--- src/rtl/raybox_input_conditioner_pkg.sv ---
// Shared types for the raybox nav-button front end: chord FSM states, the
// button-to-function map and the registered output bundle.
package raybox_input_conditioner_pkg;

  typedef enum logic [2:0] {
    StIdle    = 3'd0,
    StArm     = 3'd1,
    StMove    = 3'd2,
    StDbg1    = 3'd3,
    StDbg2    = 3'd4,
    StLockout = 3'd5
  } chord_state_e;

  // Button index (K1..K4) driving each move direction
  localparam int unsigned KeyB = 1;
  localparam int unsigned KeyR = 2;
  localparam int unsigned KeyL = 3;
  localparam int unsigned KeyF = 4;

  typedef struct packed {
    logic move_l;
    logic move_r;
    logic move_f;
    logic move_b;
    logic debug_a;
    logic debug_b;
    logic debug_c;
    logic debug_d;
  } nav_out_t;

  // Each output is owned by exactly one state and forced low elsewhere.
  function automatic nav_out_t decode_outputs(chord_state_e st, logic [4:1] p);
    nav_out_t o;
    o = '0;
    case (st)
      StMove: begin
        o.move_l = p[KeyL];
        o.move_r = p[KeyR];
        o.move_f = p[KeyF];
        o.move_b = p[KeyB];
      end
      StDbg1: begin
        o.debug_a = p[KeyF];
        o.debug_b = p[KeyB];
      end
      StDbg2: begin
        o.debug_c = p[KeyR];
        o.debug_d = p[KeyL];
      end
      default: ;
    endcase
    return o;
  endfunction

endpackage

--- src/rtl/raybox_input_conditioner_button_debounce.sv ---
// One nav button: 2-FF synchroniser, inversion to active-high, then a
// stability counter when RAYBOX_INPUT_DEBOUNCE_EN is defined (plain register otherwise).
module raybox_input_conditioner_button_debounce #(
  parameter int unsigned DEBOUNCE_CYCLES = 250000
) (
  input  logic clk_i,
  input  logic reset_i,
  input  logic raw_n_i,
  output logic pressed_o
);

  logic sync1_q, sync2_q;
  logic p_sync;
  logic pressed_q, pressed_d;

  always_ff @(posedge clk_i or posedge reset_i) begin
    if (reset_i) begin
      sync1_q <= 1'b1;
      sync2_q <= 1'b1;
    end else begin
      sync1_q <= raw_n_i;
      sync2_q <= sync1_q;
    end
  end

  assign p_sync = ~sync2_q;

`ifdef RAYBOX_INPUT_DEBOUNCE_EN
  localparam int unsigned CntW = $clog2(DEBOUNCE_CYCLES + 1);

  logic [CntW-1:0] cnt_q, cnt_d;

  // Any agreeing sample restarts the count; the final differing sample flips and clears.
  always_comb begin
    cnt_d     = '0;
    pressed_d = pressed_q;
    if (p_sync != pressed_q) begin
      if (cnt_q == CntW'(DEBOUNCE_CYCLES - 1)) begin
        pressed_d = p_sync;
      end else begin
        cnt_d = cnt_q + 1'b1;
      end
    end
  end

  always_ff @(posedge clk_i or posedge reset_i) begin
    if (reset_i) begin
      cnt_q <= '0;
    end else begin
      cnt_q <= cnt_d;
    end
  end
`else
  logic unused_debounce_cfg;
  assign unused_debounce_cfg = ^DEBOUNCE_CYCLES;
  assign pressed_d = p_sync;
`endif

  always_ff @(posedge clk_i or posedge reset_i) begin
    if (reset_i) begin
      pressed_q <= 1'b0;
    end else begin
      pressed_q <= pressed_d;
    end
  end

  assign pressed_o = pressed_q;

endmodule

--- src/rtl/raybox_input_conditioner.sv ---
// Raybox nav-button front end: per-button sync/debounce plus chord-window FSM
// decoding moves and debug chords. Debounce counters exist only with RAYBOX_INPUT_DEBOUNCE_EN.
module raybox_input_conditioner
  import raybox_input_conditioner_pkg::*;
#(
  parameter int unsigned DEBOUNCE_CYCLES = 250000,
  parameter int unsigned CHORD_WINDOW    = 1250000
) (
  input  logic       clk_i,
  input  logic       reset_i,
  input  logic [4:1] k_n_i,
  output logic       move_l_o,
  output logic       move_r_o,
  output logic       move_f_o,
  output logic       move_b_o,
  output logic       debug_a_o,
  output logic       debug_b_o,
  output logic       debug_c_o,
  output logic       debug_d_o,
  output logic [4:1] pressed_o
);

  localparam int unsigned WinW = (CHORD_WINDOW > 1) ? $clog2(CHORD_WINDOW) : 1;

  logic [4:1] pressed;

  for (genvar i = 1; i <= 4; i++) begin : g_btn
    raybox_input_conditioner_button_debounce #(
      .DEBOUNCE_CYCLES(DEBOUNCE_CYCLES)
    ) u_btn (
      .clk_i    (clk_i),
      .reset_i  (reset_i),
      .raw_n_i  (k_n_i[i]),
      .pressed_o(pressed[i])
    );
  end

  logic any_pressed, chord1, chord2;

  assign any_pressed = |pressed;
  assign chord1      = pressed[2] & pressed[3];
  assign chord2      = pressed[1] & pressed[4];

  chord_state_e    state_q, state_d;
  logic [WinW-1:0] win_q, win_d;
  nav_out_t        out_q;

  always_comb begin
    state_d = state_q;
    win_d   = win_q;
    case (state_q)
      StIdle: begin
        if (any_pressed) begin
          state_d = StArm;
          win_d   = WinW'(CHORD_WINDOW - 1);
        end
      end
      StArm: begin
        if (chord1)              state_d = StDbg1;
        else if (chord2)         state_d = StDbg2;
        else if (!any_pressed)   state_d = StIdle;
        else if (win_q == '0)    state_d = StMove;
        else                     win_d   = win_q - 1'b1;
      end
      StMove: begin
        if (chord1)              state_d = StDbg1;
        else if (chord2)         state_d = StDbg2;
        else if (!any_pressed)   state_d = StIdle;
      end
      StDbg1: begin
        if (!chord1)             state_d = StLockout;
      end
      StDbg2: begin
        // DBG1 outranks DBG2, so forming chord1 here also drops out
        if (!chord2 || chord1)   state_d = StLockout;
      end
      StLockout: begin
        if (!any_pressed)        state_d = StIdle;
      end
      default:                   state_d = StIdle;
    endcase
  end

  // Outputs are decoded from the next state so they line up with state entry.
  always_ff @(posedge clk_i or posedge reset_i) begin
    if (reset_i) begin
      state_q <= StIdle;
      win_q   <= '0;
      out_q   <= '0;
    end else begin
      state_q <= state_d;
      win_q   <= win_d;
      out_q   <= decode_outputs(state_d, pressed);
    end
  end

  assign move_l_o  = out_q.move_l;
  assign move_r_o  = out_q.move_r;
  assign move_f_o  = out_q.move_f;
  assign move_b_o  = out_q.move_b;
  assign debug_a_o = out_q.debug_a;
  assign debug_b_o = out_q.debug_b;
  assign debug_c_o = out_q.debug_c;
  assign debug_d_o = out_q.debug_d;
  assign pressed_o = pressed;

endmodule

--- config.mk ---
export PLATFORM = sky130hd
export DESIGN_NAME = raybox_input_conditioner
export DESIGN_NICKNAME = d
export VERILOG_FILES = /design/src/rtl/raybox_input_conditioner_pkg.sv /design/src/rtl/raybox_input_conditioner_button_debounce.sv /design/src/rtl/raybox_input_conditioner.sv
export SDC_FILE = /design/constraint.sdc
export NUM_CORES = 1
export LEC_CHECK = 0
export BUFFER_PORTS_ARGS = -buffer_cell sky130_fd_sc_hd__buf_2
export CAP_MARGIN = 20
export CORE_UTILIZATION = 45
export CTS_BUF_LIST = sky130_fd_sc_hd__clkbuf_4
export DETAILED_ROUTE_END_ITERATION = 8
export GPL_TIMING_DRIVEN = 0
export PLACE_DENSITY_LB_ADDON = 0.25
export SKIP_LAST_GASP = 1
export SLEW_MARGIN = 10
export SYNTH_ARGS = -nofsm -noshare
export SYNTH_HDL_FRONTEND = slang
export SYNTH_SLANG_ARGS = --single-unit
export TNS_END_PERCENT = 10
--- constraint.sdc ---
create_clock -name clk_i -period 5.2 [get_ports clk_i]
set_input_delay 0.26 -clock clk_i [delete_from_list [all_inputs] [get_ports clk_i]]
set_output_delay 0.26 -clock clk_i [all_outputs]
set_load 0.05 [all_outputs]
==> summary.txt, run 1 <==
Finish
  – Finished Layout Cells: 285
  – Share of cells above drive strength 1: 0.206
  – Fillers: 402
  – Most frequent cells in the layout: 36 x dfrtp_1, 18 x buf_2, 16 x nor2_1
  – Commonest non-fill, non-tap cell in the layout: dfrtp_1
  – Antenna cells: 0
  – Area delta synth->final: 14.6%
  – Nets: 239

Place
  – Worst slack at placement: 2730 ps
  – Half-perimeter wire length after placement: 2780 um
  – Port bufs: 17
  – DP Cell Count: 272
  – GPL Wtd Cong: 0.836

Logic synthesis
  – Distinct cells, synth: 44
  – Ys Warns: 0
  – Post-Syn Nets: 209
  – Yosys top cell by area: dfrtp_1
  – Post-synth EDFFs: 0
  – Area fraction of the dominant cell type after synthesis: 0.432
  – Post-synthesis xor/xnor area fraction: 0
  – Combinational family with the most area after synthesis: simple AND/OR/NAND/NOR gates
  – Cells after Synth: 202
  – Fraction of the mapped netlist area in adder cells: 0.00600
  – Mux cell area share after synthesis: 0.00960
  – Syn Std Cell Area: 2090 um2
  – Top_reg_cell synth: dfrtp_1
  – Seq/Total Area, Yosys: 0.533
  – Asr flop ratio synth: 1.00
  – Post-synthesis simple-gate area fraction: 0.247
  – Synth Area per Inst: 10.3 um2
  – Seq cells post-synth: 44
  – Compound-Gate Fraction of Synth Area: 0.146
  – Leading post-synthesis cells by cell area: dfrtp_1 43%, dfstp_2 10%, a21oi_1 3.4%

Routing
  – Residual DRC: 0
  – Vias: 1620
  – Final WL: 4190 um
  – Number of DRC markers in iteration 0: 149
  – Via density: 5.68
  – ANT nets after route: 0
  – DRT Pass-1 Iters: 4
  – Routed len/inst: 14.7 um

Timing
  – Slew Limit Headroom: 0.329
  – Clk_skew: 15.4 ps
  – PnR worst setup slack: 2670 ps
  – Minimum clock period: 2530 ps
  – Worst-margin pin slew: 997 ps
  – Total negative slack: 0 ps
  – Final hold violations: 0
  – Setup-failing EPs final: 0
  – Max-slew violations: 0
  – Final Cycle Share: 0.487
  – F_max: 0.395 GHz
  – RSZ-0062 raised after global routing: false

Pwr
  – Pwr dens: 395 nW/um2
  – Sequential share of power: 0.417
  – NetSw: 0.000362 W
  – P_leak: 0.973 nW
  – Sw Ratio: 0.384
  – Pwr Total: 0.000944 W
  – Clk pwr share: 0.232
  – Internal Power: 0.000582 W
  – Logic pwr share: 0.351
  – Maximum VDD drop: 0.181 mV

Worst setup path
  – Startpoint types: flop
  – Reg-to-reg startpoint: win_q[3]$_DFFE_PP0P_
  – Arr. time, crit path: 2770 ps
  – Cells on worst reg2reg path: 6
  – Critical path data required time: 5440 ps
  – Crit. End Element: flop
  – Crit-path max FO: 10
  – CP Class: reg -> reg
  – R2r setup slk: 2670 ps
  – R2r endpoint: win_q[9]$_DFFE_PP0P_

Floorplanning
  – Die area: 4910 um2
  – Top Ports: 18
  – Rows: 24
  – Core Region: 4410 um2
  – Die X: 70.1 um
  – Starting Density: 0.473
  – Die Span Y: 70.1 um

Outcome
  – Outcome: finished, final reports clean

Clocking
  – H-Tree Depth: 2
  – CTS tree: yes
  – CTS sink count: 44
  – Num CTS Buffers: 5
  – Worst-Skew Late Latency: 360 ps
  – Root buffer cell: clkbuf_4
  – Clock buffer depth: 2
  – Post-CTS setup buffers: 0
  – Clk slew on worst S/H paths: 140 ps

GRT
  – Grt ovf: 0
  – Antenna violations before repair: 0
  – Pin count of the biggest net entering global routing: 36
  – Number of global-route vias before repair: 1493
  – GRT Util Overall: 0.190
  – Global-route wire length before repair: 7270 um

Hold path
  – HP Class: in -> async

Flow run
  – Max cap viols: 0
## cell usage after synthesis, types with 4 or more instances
cell type / instances
or3_1: 8
or4_1: 9
nand3_1: 7
and3_1: 4
a21oi_1: 14
nor2_1: 16
clkbuf_1: 5
buf_4: 5
dfrtp_1: 36
nor3b_1: 6
nor3_1: 10
nor4_1: 4
dfstp_2: 8
nand2_1: 7
inv_1: 10
o21ai_0: 7
o31ai_1: 7
## sequential cells by signal (all words and copies together), names as in the netlist
name                   count
debug_a_o                  1
debug_b_o                  1
debug_c_o                  1
debug_d_o                  1
g_btn.u_btn.pressed_o      4
g_btn.u_btn.sync1_q        4
g_btn.u_btn.sync2_q        4
move_b_o                   1
move_f_o                   1
move_l_o                   1
move_r_o                   1
state_q                    3
win_q                     21
## worst max path at each step
stage | start | endpoint | cells past startpoint | slack [ps]
floorplan | win_q[3]$_DFFE_PP0P_ | win_q[9]$_DFFE_PP0P_ | 6 | 2930
global placement | win_q[3]$_DFFE_PP0P_ | win_q[9]$_DFFE_PP0P_ | 6 | 2730
detailed placement | win_q[3]$_DFFE_PP0P_ | win_q[9]$_DFFE_PP0P_ | 6 | 2730
CTS | win_q[3]$_DFFE_PP0P_ | win_q[9]$_DFFE_PP0P_ | 6 | 2690
global route | win_q[9]$_DFFE_PP0P_ | win_q[20]$_DFFE_PP0P_ | 7 | 2530
finish | win_q[3]$_DFFE_PP0P_ | win_q[9]$_DFFE_PP0P_ | 6 | 2670
## critical path: stages (launching register included)
cell and delay (ps):
dfrtp_1 470, or4_4 570, or3_4 420, o31ai_4 350, buf_6 200, nor4_1 50, or3_1 350
## final cells by class
class                      count  area [um2]  share of cell area
multi-input combinational    135         853               0.357
tap                           52        65.1              0.0272
clock inverter                 3        46.3              0.0194
buffer                        13        83.8              0.0351
inverter                      10        37.5              0.0157
clock buffer                   5        37.5              0.0157
sequential                    44        1110               0.465
timing repair buffer          23         155              0.0649
## stage by stage
stage	utilization	hold WS (ps)	instance area, um2
final	0.541	345	2390
after global routing	0.541	347	2390
after CTS	0.541	330	2390
after detailed placement	0.511	198	2260
after global placement	0.507	346	2240
after floorplan	-	264	2090
## power groups by stage
stage,sequential (W),combinational [W],clock (W)
after floorplan,0.000426,0.000218,0
after global placement,0.000399,0.000321,0
after detailed placement,0.000399,0.000327,0
after CTS,0.000394,0.000331,0.000228
after global routing,0.000399,0.000367,0.000239
final,0.000394,0.000332,0.000219
## kinds of logic after synthesis
| logic type | after synthesis |
|---|---|
| fa+ha+maj | 1 |
| compound gates | 44 |
| simple gates | 88 |
| flops | 44 |
| buf+inv | 23 |
| mux | 2 |
## layer usage
| layer | part of all wire | vias to the layer above | GRT usage |
|---|---|---|---|
| met4 | 0.016 | 0 | 0.0644 |
| li1 | - | 800 | - |
| met2 | 0.45 | 31 | 0.284 |
| met5 | 0 | - | 0 |
| met3 | 0.036 | 9 | 0.0505 |
| met1 | 0.49 | 780 | 0.267 |
## repair_timing
action | CTS | global route
hold buffers | 5 | 0
hold endpoints to repair | 12 | 0
resized for setup | 0 | 0
Power figures use the tool's default switching activity.
==> inputs of run 2 (changes only) <==
==> constraint.sdc (replaced) <==
create_clock -name clk_i -period 2.5 [get_ports clk_i]
set_input_delay 0.125 -clock clk_i [delete_from_list [all_inputs] [get_ports clk_i]]
set_output_delay 0.125 -clock clk_i [all_outputs]
set_load 0.05 [all_outputs]
==> run 2 against run 1 <==
Worst setup slack worse by 2700 ps. Wire length up 1.4%. Clock power up 110%. Maximum frequency is 2.0% higher. Combinational power increased by 110%. Global-route usage grew 0.16 points. Die area unchanged. Largest power group unchanged.
==> summary.txt, run 2 (synthesis results as in run 1) <==
Outcome
  – Outcome: finished, final reports clean (unchanged)

Finish
  – Nets: 241 (was 239)
  – Share of cells above drive strength 1: 0.213 (was 0.206)
  – Max reg flops: 21 (unchanged)
  – Most frequent cells in the layout: 36 x dfrtp_1, 18 x buf_2, 16 x nor2_1 (unchanged)
  – Commonest non-fill, non-tap cell in the layout: dfrtp_1 (unchanged)
  – Final instance area: 2400 um2 (was 2390 um2)
  – Area delta synth->final: 15.3% (was 14.6%)
  – Most flop-heavy register: win_q (unchanged)
  – Antenna cells: 0 (unchanged)

Routing
  – DRT Pass-1 Iters: 4 (unchanged)
  – Number of DRC markers in iteration 0: 128 (was 149)
  – Via density: 5.73 (was 5.68)
  – Residual DRC: 0 (unchanged)
  – Vias: 1645 (was 1620)
  – Routed len/inst: 14.8 um (was 14.7 um)
  – Final WL: 4250 um (was 4190 um)
  – ANT nets after route: 0 (unchanged)

Floorplanning
  – Top Ports: 18 (unchanged)
  – Die area: 4910 um2 (unchanged)
  – Die X: 70.1 um (unchanged)
  – Starting Density: 0.473 (unchanged)
  – Die Span Y: 70.1 um (unchanged)
  – Core Region: 4410 um2 (unchanged)
  – Rows: 24 (unchanged)

Worst setup path
  – CP Class: reg -> reg (unchanged)
  – Crit-path max cell delay: 540 ps (was 570 ps)
  – Crit. End Element: flop (unchanged)
  – Arr. time, crit path: 2720 ps (was 2770 ps)
  – Critical path data required time: 2740 ps (was 5440 ps)
  – Crit-path max FO: 10 (unchanged)
  – Startpoint types: flop (unchanged)
  – Critical-path top delay cell: or4_4 (unchanged)
  – Crit path max-delay family: simple AND/OR/NAND/NOR gates (unchanged)
  – Critical-path cell list: or4_4 -> or3_4 -> o31ai_4 -> buf_6 -> nor4_1 -> or3_1 (unchanged)
  – Buffers & Inverters on Critical Path: 1 (unchanged)

GRT
  – Antenna violations before repair: 0 (unchanged)
  – Global-route wire length before repair: 7330 um (was 7270 um)
  – Grt ovf: 0 (unchanged)
  – Pin count of the biggest net entering global routing: 36 (unchanged)
  – Number of global-route vias before repair: 1515 (was 1493)
  – GRT Util Overall: 0.191 (was 0.190)

Timing
  – F_max: 0.403 GHz (was 0.395 GHz)
  – Clk_skew: 18.9 ps (was 15.4 ps)
  – RSZ-0062 raised after global routing: true (was false)
  – Worst-margin pin slew: 998 ps (was 997 ps)
  – Slew Limit Headroom: 0.329 (about the same)
  – Setup-failing EPs final: 0 (unchanged)
  – Minimum clock period: 2480 ps (was 2530 ps)
  – Final hold violations: 0 (unchanged)
  – Final Cycle Share: 0.993 (was 0.487)
  – Max-slew violations: 0 (unchanged)
  – Hold Slack: 207 ps (was 345 ps)

Clocking
  – Num CTS Buffers: 5 (unchanged)
  – Root buffer cell: clkbuf_4 (unchanged)
  – H-Tree Depth: 2 (unchanged)
  – CTS sink count: 44 (unchanged)
  – Clock buffer depth: 2 (unchanged)
  – Worst-Skew Late Latency: 360 ps (about the same)
  – Cts repair resizes: 0 (unchanged)
  – CTS tree: yes (unchanged)
  – Clk slew on worst S/H paths: 150 ps (was 140 ps)

Pwr
  – Pwr dens: 823 nW/um2 (was 395 nW/um2)
  – Maximum VDD drop: 0.416 mV (was 0.181 mV)
  – P_leak: 0.982 nW (was 0.973 nW)

Place
  – GPL Wtd Cong: 0.836 (unchanged)
  – Instance area after placement: 2260 um2 (unchanged)
  – Half-perimeter wire length after placement: 2780 um (unchanged)
  – Port bufs: 17 (unchanged)

Hold path
  – HP Class: in -> async (unchanged)

Flow run
  – Max cap viols: 0 (unchanged)
==> run 2: cell count changes in the layout (fill, tap and decap cells not counted) <==
cell	before	now
buf_4	5	7
==> run 2: where the power goes <==
group	leakage (nW)	internal, W	switching [W]
registers	0.515	0.000783	0.0000351
clock network	0.0418	0.000214	0.000242
logic	0.425	0.000224	0.000482
total	0.982	0.00122	0.000759
==> run 2: routing by layer <==
metal | GRT usage | vias to the layer above | wire length, um
li1 | - | 803 | -
met1 | 0.268 | 796 | 2050
met2 | 0.284 | 37 | 1930
met3 | 0.0505 | 9 | 177
met4 | 0.0733 | 0 | 85
met5 | 0 | - | 0
==> run 2: final timing paths <==
kind / start / to / slack (ps) / depth (start not counted)
setup reg to reg: win_q[4]$_DFFE_PP0P_ / win_q[9]$_DFFE_PP0P_ / 20 / 6
hold reg to reg: g_btn[3].u_btn.sync1_q$_DFF_PP1_ / g_btn[3].u_btn.sync2_q$_DFF_PP1_ / 370 / 0
min in group clk_i: g_btn[3].u_btn.sync1_q$_DFF_PP1_ / g_btn[3].u_btn.sync2_q$_DFF_PP1_ / 370 / 0
max in group asynchronous: reset_i / g_btn[3].u_btn.sync2_q$_DFF_PP1_ / 1760 / 4
hold / removal: reset_i / win_q[17]$_DFFE_PP0P_ / 210 / 3
setup / recovery: win_q[4]$_DFFE_PP0P_ / win_q[9]$_DFFE_PP0P_ / 20 / 6
==> run 2: layout make-up <==
type	count	area [um2]
Fill cell	404	2010
Sequential cell	44	1110
Multi-Input combinational cell	135	853
Timing Repair Buffer	25	170
Buffer	13	83.8
Tap cell	52	65.1
Clock inverter	3	46.3
Clock buffer	5	37.5
Inverter	10	37.5
==> run 2: worst reg2reg max path, cell delays in order, from the launching register on <==
cell	delay [ps]
dfrtp_1	440
or4_4	540
or3_4	420
o31ai_4	350
buf_6	200
nor4_1	50
or3_1	350
==> run 2: what timing repair did <==
| item | 4_1_cts | 5_1_grt |
|---|---|---|
| endpoints found under the setup margin | 1 | 14 |
| hold buffers | 5 | 0 |
| endpoints found under the hold margin | 41 | 0 |
| setup buffers | 2 | 0 |
| pin swaps | 1 | 0 |
| gates cloned | 0 | 0 |
==> run 2: stage by stage <==
stage	TNS [ps]	worst slack (ps)	std cells	utilization	total power [W]
floorplan	0	228	202	-	0.00134
CTS	0	40.8	287	0.545	0.00199
finish	0	17.1	287	0.545	0.00198
detailed placement	0	30.0	272	0.511	0.00151
global placement	0	34.6	271	0.507	0.00150
global route	-735	-112	287	0.545	0.00211
